<file path="config.mk">
export PLATFORM = sky130hd
export DESIGN_NAME = clock_switch_ctrl
export DESIGN_NICKNAME = d
export VERILOG_FILES = /design/src/rtl/clock_switch_pkg.sv /design/src/rtl/clock_switch_ctrl_sync_2ff.sv /design/src/rtl/clock_switch_ctrl.sv
export SDC_FILE = /design/constraint.sdc
export NUM_CORES = 1
export LEC_CHECK = 0
export ABC_CLOCK_PERIOD_IN_PS = 1700
export BUFFER_PORTS_ARGS = -buffer_cell sky130_fd_sc_hd__buf_2
export CAP_MARGIN = 20
export CORE_ASPECT_RATIO = 1.4
export CORE_MARGIN = 2
export CORE_UTILIZATION = 44
export CTS_BUF_LIST = sky130_fd_sc_hd__clkbuf_16
export DETAILED_ROUTE_END_ITERATION = 7
export GPL_TIMING_DRIVEN = 0
export PLACE_DENSITY = 0.78
export SYNTH_ARGS = -nofsm -noshare
export SYNTH_HDL_FRONTEND = slang
export SYNTH_HIERARCHICAL = 1
export SYNTH_SLANG_ARGS = --single-unit
</file>
<file path="constraint.sdc">
create_clock -name clk_aon -period 1.7 [get_ports clk_aon]
set_input_delay 0.17 -clock clk_aon [delete_from_list [all_inputs] [get_ports clk_aon]]
set_output_delay 0.17 -clock clk_aon [all_outputs]
set_load 0.01 [all_outputs]
</file>
<file path="src/rtl/clock_switch_pkg.sv">
// clock_switch_pkg -- shared types and constants for the clock switch controller.
//   sw_state_e : controller FSM states (IDLE, SETTLE, DONE)
//   SEL_*      : clock source encodings driven on clk_sel / cur_sel
//   norm_sel   : folds the unused encoding 2'b11 onto the 1000 MHz source
package clock_switch_pkg;

  typedef enum logic [1:0] {
    ST_IDLE   = 2'd0,
    ST_SETTLE = 2'd1,
    ST_DONE   = 2'd2
  } sw_state_e;

  localparam logic [1:0] SEL_800  = 2'b00;
  localparam logic [1:0] SEL_500  = 2'b01;
  localparam logic [1:0] SEL_1000 = 2'b10;

  function automatic logic [1:0] norm_sel(input logic [1:0] sel);
    return (sel == 2'b11) ? SEL_1000 : sel;
  endfunction

endpackage

</file>
<file path="src/rtl/clock_switch_ctrl_sync_2ff.sv">
// sync_2ff -- 1-bit two-flop synchronizer, reset to 0, clocked by clk_aon.
// Only compiled when CLKSW_CLKOK_EN is defined (the sole user is the clk_ok path).
//   clk_aon : destination clock
//   rst_clk : asynchronous active-high reset
//   d       : asynchronous input
//   q       : synchronized output
`ifdef CLKSW_CLKOK_EN
module sync_2ff (
  input  logic clk_aon,
  input  logic rst_clk,
  input  logic d,
  output logic q
);

  logic meta;

  always_ff @(posedge clk_aon or posedge rst_clk) begin
    if (rst_clk) begin
      meta <= 1'b0;
      q    <= 1'b0;
    end else begin
      meta <= d;
      q    <= meta;
    end
  end

endmodule
`endif

</file>
<file path="src/rtl/clock_switch_ctrl.sv">
// clock_switch_ctrl -- sequences a glitch-free clock source switch from the
// always-on clock domain: loads the new select, waits a settle time, then
// pulses done and records the completed selection.
//
// Optional feature macro: CLKSW_CLKOK_EN
//   adds clk_ok (async, new clock running) and sticky err; SETTLE then also
//   waits for the synchronized clk_ok and gives up after TIMEOUT_CYC cycles.
//
// Ports:
//   clk_aon    in   always-on controller clock
//   rst_clk    in   asynchronous active-high reset
//   req_valid  in   switch request valid
//   req_sel    in   requested source (00=800, 01=500, 1x=1000)
//   req_ready  out  request accepted on req_valid & req_ready at a rising edge
//   scan_mode  in   DFT freeze: blocks new requests
//   clk_sel    out  registered select to the clock switch
//   cur_sel    out  last completed selection
//   busy       out  switch in progress (SETTLE or DONE)
//   done       out  one-cycle completion pulse
//   switch_cnt out  saturating count of real switches
//   clk_ok     in   (macro) new clock running, asynchronous
//   err        out  (macro) sticky settle timeout flag
module clock_switch_ctrl
  import clock_switch_pkg::*;
#(
  parameter int         SETTLE_CYC = 32,
  parameter logic [1:0] SEL_RST    = 2'b00
`ifdef CLKSW_CLKOK_EN
  , parameter int       TIMEOUT_CYC = 255
`endif
) (
  input  logic       clk_aon,
  input  logic       rst_clk,
  input  logic       req_valid,
  input  logic [1:0] req_sel,
  output logic       req_ready,
  input  logic       scan_mode,
  output logic [1:0] clk_sel,
  output logic [1:0] cur_sel,
  output logic       busy,
  output logic       done,
  output logic [7:0] switch_cnt
`ifdef CLKSW_CLKOK_EN
  , input  logic     clk_ok
  , output logic     err
`endif
);

  localparam logic [7:0] SETTLE_LD = 8'(SETTLE_CYC - 1);

  sw_state_e  state;
  logic [7:0] cnt;
  logic       accept;
  logic [1:0] sel_n;
  logic       settle_end;

  // Ready is combinational so a request held through DONE is taken on the
  // very first IDLE edge.
  assign req_ready = (state == ST_IDLE) & ~scan_mode & ~rst_clk;
  assign accept    = req_valid & req_ready;
  assign sel_n     = norm_sel(req_sel);

`ifdef CLKSW_CLKOK_EN
  localparam logic [7:0] TO_LAST = 8'(TIMEOUT_CYC - 1);

  logic       ok_sync;
  logic       settle_exit;
  logic [7:0] tcnt;

  sync_2ff u_clk_ok_sync (
    .clk_aon (clk_aon),
    .rst_clk (rst_clk),
    .d       (clk_ok),
    .q       (ok_sync)
  );

  assign settle_exit = (cnt == 8'd0) && ok_sync;
  // Timeout forces completion so the requester is never stuck.
  assign settle_end  = settle_exit || (tcnt == TO_LAST);
`else
  assign settle_end  = (cnt == 8'd0);
`endif

  always_ff @(posedge clk_aon or posedge rst_clk) begin
    if (rst_clk) begin
      state      <= ST_IDLE;
      clk_sel    <= SEL_RST;
      cur_sel    <= SEL_RST;
      busy       <= 1'b0;
      done       <= 1'b0;
      switch_cnt <= 8'd0;
      cnt        <= 8'd0;
`ifdef CLKSW_CLKOK_EN
      err        <= 1'b0;
      tcnt       <= 8'd0;
`endif
    end else begin
      done <= 1'b0;
      case (state)
        ST_IDLE: begin
          if (accept) begin
            busy <= 1'b1;
`ifdef CLKSW_CLKOK_EN
            err  <= 1'b0;
            tcnt <= 8'd0;
`endif
            if (sel_n == cur_sel) begin
              // Nothing to switch: report completion right away.
              state <= ST_DONE;
              done  <= 1'b1;
            end else begin
              clk_sel <= sel_n;
              cnt     <= SETTLE_LD;
              state   <= ST_SETTLE;
            end
          end
        end
        ST_SETTLE: begin
          if (cnt != 8'd0) cnt <= cnt - 8'd1;
          if (settle_end) begin
            state <= ST_DONE;
            done  <= 1'b1;
            if (switch_cnt != 8'hFF) switch_cnt <= switch_cnt + 8'd1;
`ifdef CLKSW_CLKOK_EN
            if (!settle_exit) err <= 1'b1;
`endif
          end
`ifdef CLKSW_CLKOK_EN
          else begin
            tcnt <= tcnt + 8'd1;
          end
`endif
        end
        ST_DONE: begin
          cur_sel <= clk_sel;
          busy    <= 1'b0;
          state   <= ST_IDLE;
        end
        default: state <= ST_IDLE;
      endcase
    end
  end

endmodule
</file>
Word-level counts from Yosys, hierarchy flattened
Index checks and enable logic that the tools add are counted.
{"block": "op_classes", "n_bitwise": 6, "n_reduce_logical": 10, "addsub": 2, "n_eq_ne": 9, "mux": 15}
{"op": "2-to-1 mux 8 bit", "n": 3}
{"op": "case mux 8 bit (2 select lines)", "n": 1}
{"op": "adder 8 x 1 -> 8 bit (second input constant)", "n": 1}
{"op": "logical NOT 8 bit", "n": 1}
{"op": "2-to-1 mux 2 bit", "n": 4}
{"op": "!= test 2 bit (second input constant)", "n": 4}
{"op": "!= test 8 bit (second input constant)", "n": 1}
{"op": "nonzero test 8 bit", "n": 1}
{"op": "subtractor 8 x 1 -> 8 bit (second input constant)", "n": 1}
{"op": "AND reduction 3 bit", "n": 2}
{"op": "== test 2 bit (second input constant)", "n": 2}
{"op": "2-to-1 mux 1 bit", "n": 4}
{"op": "case mux 1 bit (2 select lines)", "n": 2}
{"op": "case mux 2 bit (2 select lines)", "n": 1}
{"op": "AND reduction 2 bit", "n": 2}
{"op": "AND reduction 4 bit", "n": 1}
{"op": "nonzero test 2 bit", "n": 2}
{"op": "AND 1 bit", "n": 3}
{"op": "NOT 1 bit", "n": 3}
{"op": "== test 2 x 1 -> 1 bit (second input constant)", "n": 1}
{"op": "== test 2 bit", "n": 1}
{"op": "logical NOT 2 bit", "n": 1}
{"block": "totals", "input_bits": 6, "output_inout_bits": 15, "wordCells": 49, "reg_bits": 24}

Depth between registers and ports, before layout
{"block": "logic_depth", "ltp_word": 6, "ltp_mapped": 6}

Worst setup path after synthesis
OpenSTA, ideal clock, no wires.
{"block": "synth_timing", "kind": "register to register", "start": "register cnt[0]", "end": "register switch_cnt[7]", "arrival_time_ps": 1633, "path_stages_with_launch": 7, "required_ps": 1575, "setup_slack_ps": -58, "synth_period_minus_slack_ps": 1758, "n_path_buf": 0, "cell_sequence": "dfrtp_1 inv_1 ha_1 nor3b_2 nand3_4 nor3_1 mux2_2"}
{"block": "synth_via", "elab_chain_cells": 2}
{"element": "from (decl)", "line": "clock_switch_ctrl.sv:52", "text": "logic [7:0] cnt;"}
{"element": "from (signal assigned)", "line": "clock_switch_ctrl.sv:119", "text": "if (cnt != 8'd0) cnt <= cnt - 8'd1;"}
{"element": "logical NOT 8 bit", "line": "clock_switch_ctrl.sv:81", "text": "assign settle_end = (cnt == 8'd0);"}
{"element": "AND reduction 3 bit (no source line)"}
{"element": "to (signal assigned)", "line": "clock_switch_ctrl.sv:123", "text": "if (switch_cnt != 8'hFF) switch_cnt <= switch_cnt + 8'd1;"}
{"element": "to (decl)", "line": "clock_switch_ctrl.sv:42", "text": "output logic [7:0] switch_cnt"}
No other way between the ends.
A chain may end at the register's enable or synchronous reset.

Worst setup path after layout
{"block": "layout_timing", "start": "register cnt[1]", "end": "register switch_cnt[6]"}
The elaborated chain is that of the path after synthesis.

==> impl_results.rst <==
.. list-table::
   :header-rows: 1

   * - Metric
     - Value
   * - Fraction of power spent switching nets
     - 0.3380
   * - Via count of the first global-routing pass
     - 1048
   * - Die width
     - 49.34 um
   * - Count of buffers from port buffering
     - 20
   * - Number of inserted diodes
     - 0
   * - Sequence of cells on the critical path
     - inv_2, ha_4, nor3b_4, nand3_4, nor3_2, mux2_2
   * - CTS H-tree depth
     - 1
   * - Power density of the placed cells
     - 1422 mW/mm^2
   * - GR met2 Demand/Resource
     - 0.3818
   * - Count of cell instances traversed by the critical path
     - 6
   * - Post-synth design cell area
     - 0.001266 sq mm
   * - Count of buffer and inverter cells on the critical path
     - 1
   * - Internal power summed over all cells
     - 1.563 mW
   * - Number of antenna violations at the first check in global routing
     - 0
   * - Final period utilization
     - 0.9801
   * - Leakage
     - 0.7617 nW
   * - # Max-Cap Violations
     - 0
   * - Fin nets
     - 156
   * - First-pass GRT wire length
     - 4809 um
   * - Max Fanout on Critical Path
     - 7
   * - Remaining DRCs
     - 0
   * - Die footprint
     - 0.003329 sq mm
   * - Final weighted congestion in routability-driven placement
     - 0.7396
   * - Avg Inst Size Synth
     - 10.92 sq um
   * - Count of mapped cells out of synthesis
     - 116
   * - Data arrival time of the critical path
     - 1810 ps
   * - Share of layout cells above drive strength 1
     - 0.4354
   * - Proportion of synthesized flip-flops having asynchronous set or reset
     - 1.000
   * - Routing usage on met3
     - 0.02876
   * - TritonCTS clock tree
     - yes
   * - Achievable clock frequency
     - 0.6002 GHz
   * - Routed Wire Length
     - 3018 um
   * - CP peak stage delay
     - 390 ps
   * - Die Span Y
     - 67.48 um
   * - Routed via count
     - 1008
   * - Global-route layer with the greatest usage
     - met2
   * - Element type at the critical path end
     - flop
   * - R2R depth
     - 6
   * - Met1 routing resource usage after global routing
     - 0.1930
   * - Relative slew slack
     - 0.3931
   * - Startpoint types
     - flop
   * - CTS Buf Count
     - 3
   * - Post-synth net total
     - 124
   * - Total grt overflow
     - 0
   * - Clock tree root buffer cell
     - sky130_fd_sc_hd__clkbuf_16
   * - Io pins
     - 21
   * - DP Cell Count
     - 173
   * - Clock share of power
     - 0.284
   * - Synthesis warning total
     - 6
   * - Antenna violation net count after detailed routing
     - 0
   * - Area growth from synthesis to layout
     - 31.13%
   * - Core region area
     - 0.002791 sq mm
   * - Path type of the worst setup path
     - flop to flop
   * - Half-perimeter wire length after detailed placement
     - 2045 um
   * - Share of the yosys chip area belonging to registers
     - 0.4743
   * - Pins Over Slew Limit
     - 0
   * - Clock slew seen by the registers of the worst setup and hold paths
     - 60 ps
   * - Number of synthesized flops with an enable pin
     - 0
   * - Combinational cell fraction of total power
     - 0.335
   * - Count of distinct cell types in the synthesized netlist
     - 37
   * - Primary FF master, synth
     - sky130_fd_sc_hd__dfrtp_1
   * - First drt pass iteration count
     - 4
   * - Setup slack of the critical path after layout
     - 33.88 ps
   * - Average routed wire per standard cell
     - 16.40 um
   * - RSZ-0062 raised after global routing
     - true
   * - Clock net sink count
     - 24
   * - Standard-cell row count
     - 23
   * - Post-layout min period
     - 1666 ps
   * - Pre-CTS setup slack
     - -168.5 ps
   * - Crit-path slowest cell
     - sky130_fd_sc_hd__dfrtp_1
   * - Clock tree buffer depth
     - 2
   * - Pin count of the biggest net entering global routing
     - 25
   * - Total global routing track utilization
     - 0.1948
   * - Final non-filler cell total
     - 184
   * - Type of the tightest min-delay check
     - input pin to asynchronous set/reset pin
   * - Top delay family on crit path
     - simple AND/OR/NAND/NOR gates
   * - VDD IR-drop max
     - 0.0007456 V
   * - Final setup fails
     - 0
   * - Reported net switching power
     - 0.7980 mW
   * - Starting density of the core
     - 0.4536
   * - Sequential share of power
     - 0.381
   * - Number of DRC markers after the initial detailed-route iteration
     - 14
   * - Clock latency on the worst-skew pair
     - 260 ps
   * - Via density per instance
     - 5.478
   * - Data required time at the worst endpoint
     - 1840 ps
   * - Final Hold Violating Endpoints
     - 0
   * - Outcome
     - finished clean
   * - Final worst clock skew
     - 1.492 ps
   * - Tightest Pin Transition
     - 909.4 ps
   * - Post-synthesis register bit count
     - 24
-- cell usage after synthesis (2+ instances only) --
library cell / n / area [sq um]
sky130_fd_sc_hd__a21oi_1: 3 / 15.01
sky130_fd_sc_hd__dfrtp_1: 24 / 600.6
sky130_fd_sc_hd__ha_1: 2 / 25.02
sky130_fd_sc_hd__inv_1: 7 / 26.28
sky130_fd_sc_hd__mux2_2: 7 / 78.83
sky130_fd_sc_hd__nand2_1: 9 / 33.78
sky130_fd_sc_hd__nand2b_1: 3 / 18.77
sky130_fd_sc_hd__nand3_1: 5 / 25.02
sky130_fd_sc_hd__nand3b_1: 2 / 15.01
sky130_fd_sc_hd__nor2_1: 6 / 22.52
sky130_fd_sc_hd__nor3_1: 6 / 30.03
sky130_fd_sc_hd__nor4_1: 2 / 12.51
sky130_fd_sc_hd__nor4_2: 2 / 25.02
sky130_fd_sc_hd__nor4_4: 2 / 42.54
sky130_fd_sc_hd__o21ai_0: 6 / 30.03
sky130_fd_sc_hd__o21ai_1: 2 / 10.01
sky130_fd_sc_hd__o31a_1: 2 / 17.52
sky130_fd_sc_hd__or3_1: 2 / 12.51
sky130_fd_sc_hd__xor2_1: 6 / 52.55
-- cells by family after synthesis --
group | after synthesis | share of synthesized area
AOI/OAI and AO/OA | 22 | 0.1295
buffers and inverters | 8 | 0.02372
and+or+nand+nor | 46 | 0.2421
DFF | 24 | 0.4743
xor gates and xnor gates | 7 | 0.04842
muxes | 7 | 0.06226
adders and majority gates | 2 | 0.01976
-- through the flow --
stage | total power, mW | util | hold WS (ps) | area (sq um) | setup TNS (ps)
floorplan | 1.350 | - | 184.6 | 1285 | 0
global placement | 1.501 | 0.5128 | 426.4 | 1431 | -417.1
detailed placement | 1.551 | 0.5128 | 460.8 | 1431 | -912.7
CTS | 2.333 | 0.5818 | 186.8 | 1624 | 0
global route | 2.517 | 0.5948 | 212.8 | 1660 | -356.0
finish | 2.361 | 0.5948 | 150.0 | 1660 | 0
-- path summary, 6_finish.rpt --
check	startpoint	to	slack [ps]
max in group asynchronous	rst_clk	cnt[5]	930
worst max-delay path	cnt[1]	switch_cnt[6]	30
worst max register to register	cnt[1]	switch_cnt[6]	30
min in group clk_aon	req_sel[1]	clk_sel[0]	190
worst min register to register	switch_cnt[5]	switch_cnt[5]	500
worst min-delay path	rst_clk	switch_cnt[0]	150
-- worst register-to-register path, cell delays in order (launching register included) --
cell and delay (ps):
sky130_fd_sc_hd__dfrtp_1 390, sky130_fd_sc_hd__inv_2 70, sky130_fd_sc_hd__ha_4 130, sky130_fd_sc_hd__nor3b_4 270, sky130_fd_sc_hd__nand3_4 190, sky130_fd_sc_hd__nor3_2 150
sky130_fd_sc_hd__mux2_2 350
-- what timing repair did --
item / 4_1_cts / 5_1_grt
endpoints found under the setup margin: 12 / 14
hold buffers: 0 / 0
resized for setup: 11 / 7
pin swaps: 5 / 5
setup buffers: 6 / 2
-- power by group through the flow --
| stage | Sequential (mW) | Clock [mW] | Combinational [mW] |
|---|---|---|---|
| after CTS | 0.892 | 0.681 | 0.760 |
| after global routing | 0.919 | 0.715 | 0.883 |
| after detailed placement | 0.911 | 0 | 0.640 |
| final | 0.899 | 0.670 | 0.791 |
| after floorplan | 0.896 | 0 | 0.454 |
| after global placement | 0.888 | 0 | 0.612 |
-- registers in the layout (all words and copies together) (netlist names) --
signal and cells:
state 2, clk_sel 2, cur_sel 2, done 1, busy 1, switch_cnt 8
cnt 8
-- cell type report --
class,instances,area [sq um]
Clock inverter,1,30.03
Timing Repair Buffer,28,160.2
Fill cell,237,1131
Clock buffer,3,75.07
Multi-Input combinational cell,84,719.4
Sequential cell,24,603.1
Inverter,7,26.28
Tap cell,37,46.29
-- layer usage --
layer  wire (um)  share of wire
met5           0              0
met2        1747           0.58
met1        1134           0.38
met4          70          0.023
met3          66          0.022
-- placed cells by master (no fill, tap or decap), types with 2 or more instances in the layout --
cell type,netlist,layout
sky130_fd_sc_hd__or3_1,2,2
sky130_fd_sc_hd__inv_1,7,5
sky130_fd_sc_hd__nor2_1,6,3
sky130_fd_sc_hd__nor3_1,6,3
sky130_fd_sc_hd__nand3_1,5,5
sky130_fd_sc_hd__xor2_1,6,6
sky130_fd_sc_hd__mux2_2,7,5
sky130_fd_sc_hd__buf_2,0,20
sky130_fd_sc_hd__dfrtp_1,24,22
sky130_fd_sc_hd__dfrtp_2,0,2
sky130_fd_sc_hd__nand3b_1,2,2
sky130_fd_sc_hd__nand2_1,9,8
sky130_fd_sc_hd__nor3_2,0,2
sky130_fd_sc_hd__inv_2,0,2
sky130_fd_sc_hd__o21ai_1,2,2
sky130_fd_sc_hd__o21ai_0,6,6
sky130_fd_sc_hd__nor4_2,2,2
sky130_fd_sc_hd__o31a_1,2,2
sky130_fd_sc_hd__nor4_1,2,2
sky130_fd_sc_hd__clkbuf_16,0,3
sky130_fd_sc_hd__nor4_4,2,2
sky130_fd_sc_hd__nor2_4,0,2
sky130_fd_sc_hd__nand2b_1,3,3
sky130_fd_sc_hd__buf_4,0,8
sky130_fd_sc_hd__mux2_4,0,2
sky130_fd_sc_hd__a21oi_1,3,2
Power figures use the tool's default switching activity.
